[src/rtl/led_code_if.sv]
// Status LED arbiter bundle: requester side and LED side.
// The arbiter takes the slave view, the status sources the master view.
interface led_code_if #(
   parameter int N_REQ = 4
);
   logic [N_REQ-1:0]   req;
   logic [4*N_REQ-1:0] code;
   logic               led;
   logic [N_REQ-1:0]   grant;
   logic               busy;
   logic               done;

   modport master (
      output req, code,
      input  led, grant, busy, done
   );

   modport slave (
      input  req, code,
      output led, grant, busy, done
   );
endinterface

[src/rtl/led_code_arbiter.sv]
// Round-robin sharing of one status LED; each owner shows a k-pulse burst
// followed by a dark gap before the LED is handed on.
module led_code_arbiter #(
   parameter int FREQ_HZ   = 100000000,
   parameter int UNIT_NS   = 250000000,
   parameter int GAP_UNITS = 4,
   parameter int N_REQ     = 4
) (
   input logic       clk,
   input logic       reset,
   led_code_if.slave bus
);
   localparam int UNIT_CYC = UNIT_NS / (1000000000 / FREQ_HZ);
   localparam int RW       = $clog2(N_REQ);

   typedef enum logic [1:0] {
      IDLE,
      ON,
      OFF,
      GAP
   } state_t;

   state_t             state_q, state_d;
   logic [N_REQ-1:0]   req_q;
   logic [4*N_REQ-1:0] code_q;
   logic [3:0]         nib [N_REQ];
   logic [RW-1:0]      rr_q, rr_d;
   logic [31:0]        pre_q, pre_d;
   logic [3:0]         pulses_q, pulses_d;
   logic [31:0]        gap_q, gap_d;
   logic [N_REQ-1:0]   grant_q, grant_d;
   logic               led_q, led_d;
   logic               done_q, done_d;
   logic               tick;
   logic               found;
   logic [RW-1:0]      g_idx;

   for (genvar i = 0; i < N_REQ; i++) begin : g_nib
      assign nib[i] = code_q[4*i +: 4];
   end

   assign tick = (pre_q == 32'(UNIT_CYC - 1));

   // First eligible index at or after rr, wrapping.
   always_comb begin
      found = 1'b0;
      g_idx = '0;
      for (int j = 0; j < N_REQ; j++) begin
         logic [RW-1:0] idx;
         idx = RW'((int'(rr_q) + j) % N_REQ);
         if (!found && req_q[idx] && nib[idx] != 4'd0) begin
            found = 1'b1;
            g_idx = idx;
         end
      end
   end

   always_comb begin
      state_d  = state_q;
      rr_d     = rr_q;
      pulses_d = pulses_q;
      gap_d    = gap_q;
      grant_d  = grant_q;
      pre_d    = tick ? 32'd0 : pre_q + 32'd1;
      unique case (state_q)
         IDLE: begin
            pre_d = 32'd0;
            if (found) begin
               state_d  = ON;
               grant_d  = N_REQ'(1) << g_idx;
               pulses_d = nib[g_idx];
               rr_d     = (int'(g_idx) == N_REQ - 1) ? '0 : g_idx + RW'(1);
            end
         end
         ON: begin
            if (tick) begin
               pulses_d = pulses_q - 4'd1;
               if (pulses_q == 4'd1) begin
                  state_d = GAP;
                  gap_d   = 32'(GAP_UNITS - 1);
               end else begin
                  state_d = OFF;
               end
            end
         end
         OFF: begin
            if (tick) state_d = ON;
         end
         GAP: begin
            if (tick) begin
               if (gap_q == 32'd0) begin
                  state_d = IDLE;
                  grant_d = '0;
                  pre_d   = 32'd0;
               end else begin
                  gap_d = gap_q - 32'd1;
               end
            end
         end
         default: state_d = IDLE;
      endcase
      led_d  = (state_d == ON);
      // Look one cycle ahead so the registered done lands on the last gap cycle.
      done_d = (state_d == GAP) && (gap_d == 32'd0)
               && (pre_d == 32'(UNIT_CYC - 1));
   end

   always_ff @(posedge clk or negedge reset) begin
      if (!reset) begin
         state_q  <= IDLE;
         req_q    <= '0;
         code_q   <= '0;
         rr_q     <= '0;
         pre_q    <= 32'd0;
         pulses_q <= 4'd0;
         gap_q    <= 32'd0;
         grant_q  <= '0;
         led_q    <= 1'b0;
         done_q   <= 1'b0;
      end else begin
         state_q  <= state_d;
         req_q    <= bus.req;
         code_q   <= bus.code;
         rr_q     <= rr_d;
         pre_q    <= pre_d;
         pulses_q <= pulses_d;
         gap_q    <= gap_d;
         grant_q  <= grant_d;
         led_q    <= led_d;
         done_q   <= done_d;
      end
   end

   assign bus.led   = led_q;
   assign bus.grant = grant_q;
   assign bus.done  = done_q;
   assign bus.busy  = (state_q != IDLE);
endmodule

[src/flat_wrapper.sv]
// flat-port wrapper written by rule: the top's interface ports become plain ports
module led_code_arbiter_flat 
#(
   parameter int FREQ_HZ   = 100000000,
   parameter int UNIT_NS   = 250000000,
   parameter int GAP_UNITS = 4,
   parameter int N_REQ     = 4
)
  (clk, reset, bus_req, bus_code, bus_led, bus_grant, bus_busy, bus_done);
  led_code_if #(.N_REQ(N_REQ)) bus_i ();
  input logic clk;
  input logic reset;
  input wire logic [$bits(bus_i.req)-1:0] bus_req;
  input wire logic [$bits(bus_i.code)-1:0] bus_code;
  output wire logic [$bits(bus_i.led)-1:0] bus_led;
  output wire logic [$bits(bus_i.grant)-1:0] bus_grant;
  output wire logic [$bits(bus_i.busy)-1:0] bus_busy;
  output wire logic [$bits(bus_i.done)-1:0] bus_done;
  assign bus_i.req = bus_req;
  assign bus_i.code = bus_code;
  assign bus_led = bus_i.led;
  assign bus_grant = bus_i.grant;
  assign bus_busy = bus_i.busy;
  assign bus_done = bus_i.done;
  led_code_arbiter #(.FREQ_HZ(FREQ_HZ), .UNIT_NS(UNIT_NS), .GAP_UNITS(GAP_UNITS), .N_REQ(N_REQ)) u_core (.clk(clk), .reset(reset), .bus(bus_i));
endmodule
[config.mk]
export PLATFORM = sky130hd
export DESIGN_NAME = led_code_arbiter_flat
export DESIGN_NICKNAME = d
export VERILOG_FILES = /design/src/rtl/led_code_if.sv /design/src/rtl/led_code_arbiter.sv /design/src/flat_wrapper.sv
export SDC_FILE = /design/constraint.sdc
export NUM_CORES = 1
export LEC_CHECK = 0
export ABC_AREA = 1
export CAP_MARGIN = 30
export CORE_MARGIN = 2
export CORE_UTILIZATION = 45
export CTS_CLUSTER_DIAMETER = 40
export DETAILED_ROUTE_END_ITERATION = 7
export DONT_BUFFER_PORTS = 1
export HOLD_SLACK_MARGIN = 0.03
export PLACE_DENSITY = 0.62
export SKIP_CTS_REPAIR_TIMING = 1
export SYNTH_ARGS = -nofsm -noshare
export SYNTH_HDL_FRONTEND = slang
export SYNTH_SLANG_ARGS = --single-unit
[constraint.sdc]
create_clock -name clk -period 2.78 [get_ports clk]
set_clock_uncertainty 0.15 [all_clocks]
set_input_delay 0.695 -clock clk [delete_from_list [all_inputs] [get_ports clk]]
set_output_delay 0.695 -clock clk [all_outputs]
set_load 0.01 [all_outputs]
==> results of run 1 <==
## through the flow
| stage | power [mW] | setup WS [ns] | setup TNS, ns |
|---|---|---|---|
| floorplan | 3.06 | 0.439 | 0 |
| global placement | 3.52 | 0.0834 | 0 |
| detailed placement | 3.54 | 0.0714 | 0 |
| CTS | 4.79 | 0.0508 | 0 |
| global route | 5.14 | -0.0573 | -0.0573 |
| finish | 4.75 | 0.149 | 0 |
## logic make-up after synthesis
logic type                 count (synthesis)  share of synthesized area [%]
xor gates and xnor gates                  42                           5.54
DFF                                       98                           36.2
AOI/OAI and AO/OA                         89                           7.44
adders and majority gates                 12                           2.21
buffers and inverters                    151                           8.56
and+or+nand+nor                          630                           40.1
## power by group through the flow
| stage | clock network [mW] | registers, mW | logic [mW] |
|---|---|---|---|
| floorplan | 0 | 1.67 | 1.38 |
| global placement | 0 | 1.70 | 1.82 |
| detailed placement | 0 | 1.70 | 1.84 |
| CTS | 1.27 | 1.67 | 1.85 |
| global route | 1.31 | 1.69 | 2.14 |
| finish | 1.23 | 1.67 | 1.85 |
## worst paths after layout
check                                                from                        endpoint  slack [ns]  cells after the start
max                             u_core.pre_q[4]$_DFF_PN0_       u_core.bus.done$_DFF_PN0_        0.15                     12
min in group clk                               bus_req[1]       u_core.req_q[1]$_DFF_PN0_        0.21                      0
max in group asynchronous                           reset      u_core.code_q[5]$_DFF_PN0_        2.43                      0
min reg2reg                u_core.pulses_q[1]$_DFFE_PN0P_  u_core.pulses_q[1]$_DFFE_PN0P_        0.37                      2
max reg2reg                     u_core.pre_q[4]$_DFF_PN0_       u_core.bus.done$_DFF_PN0_        0.15                     12
min                                                 reset      u_core.pre_q[22]$_DFF_PN0_       -0.12                      0
## state kept, by name, summed over array words and instances (netlist names)
| register | count |
|---|---|
| u_core.gap_q | 32 |
| u_core.code_q | 16 |
| u_core.bus.led | 1 |
| u_core.pulses_q | 4 |
| u_core.bus.done | 1 |
| u_core.pre_q | 32 |
| u_core.rr_q | 2 |
| u_core.state_q | 2 |
| u_core.req_q | 4 |
| u_core.bus.grant | 4 |
## worst register-to-register path: cells and delay by family (launching register included)
| kind | cells | cell delay, ns |
|---|---|---|
| XOR/XNOR | 1 | 0.23 |
| flip-flops | 1 | 0.45 |
| AO/OA/AOI/OAI | 1 | 0.09 |
| buffers and inverters | 1 | 0.10 |
| AND/OR/NAND/NOR | 9 | 1.55 |
## synth_stat cells (all sizes together), types with 5 or more instances
| library cell | count |
|---|---|
| nor3 | 25 |
| buf | 11 |
| nand4 | 25 |
| xor2 | 34 |
| dfrtp | 98 |
| xnor2 | 8 |
| ha | 12 |
| o211ai | 7 |
| o21ai | 63 |
| clkbuf | 9 |
| nand3 | 118 |
| nand2 | 264 |
| nand3b | 5 |
| a21oi | 14 |
| nor2 | 188 |
| inv | 129 |
## cell usage in the layout, fill, tap and decap left out, types with 9 or more instances in the layout
| cell type | netlist | routed |
|---|---|---|
| xor2_1 | 33 | 33 |
| o21ai_0 | 54 | 53 |
| nand2_1 | 258 | 257 |
| inv_1 | 125 | 123 |
| nand3_1 | 116 | 116 |
| nand4_1 | 23 | 23 |
| nor2_1 | 183 | 179 |
| dfrtp_1 | 98 | 98 |
| clkbuf_16 | 0 | 9 |
| ha_1 | 12 | 12 |
| a21oi_1 | 11 | 11 |
| buf_4 | 1 | 41 |
| nor3_1 | 25 | 25 |
## metal layers
layer | global-route usage [%] | routed length, um
met5 | 0 | 0
met4 | 7.63 | 458
met3 | 4.56 | 896
met2 | 40.7 | 8760
met1 | 32.5 | 8650
## area by class of cell
| type | count | area share [%] |
|---|---|---|
| Multi-Input combinational cell | 773 | 49.9 |
| Sequential cell | 98 | 32.4 |
| Inverter | 131 | 6.50 |
| Timing Repair Buffer | 42 | 4.34 |
| Tap cell | 184 | 3.05 |
| Clock buffer | 9 | 2.98 |
| Clock inverter | 7 | 0.778 |
==> run metrics, run 1 <==
sw frac=40.3%; placed insts=1228; pin count of the biggest net entering global routing=99; final non-filler cell total=around 1200; via count=6538; Final period util=94.6%; Peak VDD IR=0.609 mV; RePlAce Congestion=0.963; clk_lat worst skew=between 0.3 and 0.4 ns; EDFF count, synth=0; drt initial violations=517; Worst-Margin Slew=0.452 ns; Row Count=44; First-pass DRT Iterations=5; antenna violations before repair=0; Slew HR=between 60% and 70%; IO Pins=29; CTS Root Cell=clkbuf_16; clk sink count=98; Reg power frac=35.2%; Design Area, Final=7560 um2; Die Wd=around 130 um; average cell area after synthesis=6.63 um2; Worst Hold Class=input port to async pin; Synth top area share=36.2%; H-tree depth=3; sequential fraction of the synthesis area=36.2%; Num CTS Buffers=9; hpwl dp=around 14000 um; DR DRC count=0; max_cap viols=0; Syn-to-layout area delta=11.5%; Yosys top cell by area=dfrtp_1; number of port buffers=0; Final Setup Violations=0; clock buffer depth=2; CP top delay family=simple AND/OR/NAND/NOR gates; first-pass GRT wire length=roughly 31000 um; YS warnings=0; Post-Route WL=18800 um; Setup crit end kind=register; top area cells in the synthesized netlist=dfrtp_1 (36%), nand2_1 (14%), nor2_1 (10%); Cell Area, Synth=6780 um2; Synth Flop Type=dfrtp_1; Buf+Inv Stages, Crit Path=1; RSZ-0062 raised after global routing=true; Peak Freq=380 MHz; share of layout cells above drive strength 1=8.87%; NumNets Final=1089; minimum clock period=2.63 ns; critical path startpoint category=register; Crit Path Category=register to register; Hold WS=-0.121 ns; CTS tree=yes; Max stage delay on crit path=0.45 ns; status=complete, but fails checks; fin util=51.6%; vias in the first global route=6280; net switching power=1.91 mW; Routed Antenna Nets=0; die area=between 15000 and 20000 um2; leak pwr=4.05 nW; failing checks=hold timing; ant diodes=0; Sequential Area=~2500 um2; Yosys reg bits=98; post-DR vias/cell=between 5 and 6; ys async rst share=100%; DP Area=between 7000 and 8000 um2; FILL cells=1507; Fin. Hold Viols=98; PwrDens=628 nW/um2; Initial Utilization=46.3%; grt total ovfl=0; die height=around 130 um; count of pins over their slew limit=0; CP Max Fanout=6; core area=14600 um2; clock share of power=25.9%; Worst Path Arrival=around 2.8 ns; Total Routing Usage GR=between 20% and 30%; WL/cell=15.1 um; CP max stage cell=dfrtp_1; Reg clk slew, reported paths=0.08 ns; WP data required=2.92 ns; most used cell, CP=nor2_1; Mapped Cells=1022; Logic pwr share=about two fifths; Net Count, Synth=between 1000 and 1500; synth unique cells=40; crit-path cells=inv_1 -> nor3_1 -> nand2_1 -> nor2_1 -> xor2_1 -> o21ai_0 -> nand3b_1 -> nor2_1 -> nand3_1 -> nor2_1 -> nand3_1 -> nor2_1; Internal=2.84 mW; footprint of the multi-input gates=3770 um2
No activity file was read; power rests on OpenSTA's default activity.
==> run 2: changes to the inputs <==
--- a/config.mk
+++ b/config.mk
@@ -14,7 +14,9 @@
 export DONT_BUFFER_PORTS = 1
 export HOLD_SLACK_MARGIN = 0.03
 export PLACE_DENSITY = 0.62
+export SETUP_SLACK_MARGIN = 0.3
 export SKIP_CTS_REPAIR_TIMING = 1
+export SLEW_MARGIN = 5
 export SYNTH_ARGS = -nofsm -noshare
 export SYNTH_HDL_FRONTEND = slang
 export SYNTH_SLANG_ARGS = --single-unit
==> run 2 against run 1 <==
Effect of this change: the flow still finishes with violations (hold timing); critical path depth rose by 3; sequential power about the same; register-to-register slack improved by 0.09 ns; critical path type unchanged; highest routed layer unchanged; global-route usage stayed put; wire length increased by 4.1%; critical endpoint unchanged; sequential cell count unchanged; first-iteration DRC count is 0.58% lower; core utilization is 2.7 points higher.
==> run metrics, run 2 (synthesis results as in run 1) <==
vias in the first global route=6280; status=complete, but fails checks; leak pwr=4.16 nW; FILL cells=between 1000 and 1500; clock buffer depth=2; RSZ-0062 raised after global routing=true; Peak VDD IR=0.664 mV; Buf+Inv Stages, Crit Path=2; clk sink count=98; Peak Freq=a little under 400 MHz; largest registers=u_core.gap_q x32, u_core.pre_q x32, u_core.code_q x16; R2R Path Start=u_core.pre_q[0]$_DFF_PN0_; Crit Reg-Reg Endpoint=u_core.bus.done$_DFF_PN0_; CTS Root Cell=clkbuf_16; Die Wd=127 um; CTS tree=yes; failing checks=hold timing; antenna violations before repair=0; grt total ovfl=0; RePlAce Congestion=0.963; Row Count=between 40 and 50; critical path startpoint category=register; first-pass GRT wire length=31200 um; Total Routing Usage GR=24.4%; clk_lat worst skew=approximately 0.36 ns; Worst Reg2Reg Path Length in Cells=15; R2R Setup Slk=between 0.2 and 0.25 ns; Worst path depth=15; Slew HR=69.5%; PwrDens=666 nW/um2; Final Setup Violations=0; Worst Hold Class=input port to async pin; Fin. Hold Viols=98; number of port buffers=0; Worst-Margin Slew=~0.46 ns; critical path endpoint=u_core.bus.done$_DFF_PN0_; DR DRC count=0; Post-Route WL=between 15000 and 20000 um; hpwl dp=around 14000 um; dpl ws=about 0.07 ns; post-DR vias/cell=5.36; max_cap viols=0; NumNets Final=around 1100; Max stage delay on crit path=~0.40 ns; Hold WS=-0.120 ns; most frequent cells in the layout=nand2_1 (250), nor2_1 (160), inv_1 (122); CP max stage cell=dfrtp_1; Final period util=91.5%; via count=6743; final setup margin=0.237 ns; H-tree depth=3; Reg clk slew, reported paths=0.08 ns; First-pass DRT Iterations=5; crit-path cells=ha_4 -> nand3_4 -> nor3b_4 -> nand2_1 -> nor2_4 -> buf_12 -> clkbuf_16 -> o21ai_0 -> nand3_1 -> o21ai_1 -> nor2_2 -> nand2_1 -> nor2_1 -> nand3_1 -> nor2_1; drt initial violations=~500; core area=14600 um2; count of pins over their slew limit=0; WP data required=2.92 ns; pin count of the biggest net entering global routing=99; share of layout cells above drive strength 1=between 10% and 20%; crit path from=u_core.pre_q[0]$_DFF_PN0_; IO Pins=29; die height=127 um; ant diodes=0; most common cell after layout, fill and taps aside=nand2_1; Setup crit end kind=register; Worst Path Arrival=2.68 ns; setup TNS=0 ns; Num CTS Buffers=9; WL/cell=15.5 um; Initial Utilization=46.3%; Final Total Pwr=5.30 mW; Crit Path Category=register to register; CP Max Fanout=20; CP top delay family=simple AND/OR/NAND/NOR gates; minimum clock period=2.54 ns; die area=16100 um2; Syn-to-layout area delta=17.4%; Routed Antenna Nets=0
[run 2: changes by cell type in the layout (fill, tap and decap cells not counted), moves of 4 or more]
| cell | change |
|---|---|
| nor2_2 | +15 |
| o21ai_0 | -6 |
| nor2_1 | -19 |
| ha_1 | -4 |
| nor3_2 | +4 |
| nor2_4 | +4 |
| nand2_2 | +5 |
| buf_6 | +9 |
| nor3_1 | -4 |
| nand2_1 | -7 |
[run 2: power breakdown]
| part | leakage, nW | internal (mW) | switching [mW] |
|---|---|---|---|
| combinational | 2.72 | 0.967 | 1.39 |
| clock | 0.139 | 0.624 | 0.615 |
| sequential | 1.29 | 1.55 | 0.151 |
[run 2: worst min path at each step]
stage,startpoint,to,slack [ns],depth (start not counted)
2_1_floorplan,reset,u_core.bus.done$_DFF_PN0_,0.25,0
3_3_place_gp,reset,u_core.gap_q[13]$_DFF_PN0_,0.26,0
6_report,reset,u_core.pre_q[22]$_DFF_PN0_,-0.12,0
3_5_place_dp,reset,u_core.gap_q[8]$_DFF_PN0_,0.26,0
5_1_grt,reset,u_core.pre_q[22]$_DFF_PN0_,-0.14,0
4_1_cts,reset,u_core.pre_q[30]$_DFF_PN0_,-0.13,0
[run 2: cell type report]
type,instances,area (um2),share of cell area (%)
repair buffers,55,487,6.12
clock inverters,7,58.8,0.739
multi-input cells,773,4000,50.3
well taps,184,230,2.89
inverters,131,499,6.27
flip-flops and latches,98,2450,30.8
clock buffers,9,225,2.83
[run 2: routing by layer]
layer | GRT usage (%) | part of all wire (%) | vias to the layer above
li1 | - | - | 3358
met1 | 32.5 | 45 | 3162
met2 | 40.7 | 48 | 187
met3 | 4.56 | 4.7 | 36
met4 | 7.63 | 2.7 | 0
met5 | 0 | 0 | -
[run 2: metrics by stage]
stage               instances  instance area (um2)  utilization, %
floorplan                1022                 6780               -
global placement         1228                 7250            49.5
detailed placement       1228                 7250            49.5
CTS                      1244                 7540            51.5
global route             1257                 7960            54.3
finish                   1257                 7960            54.3
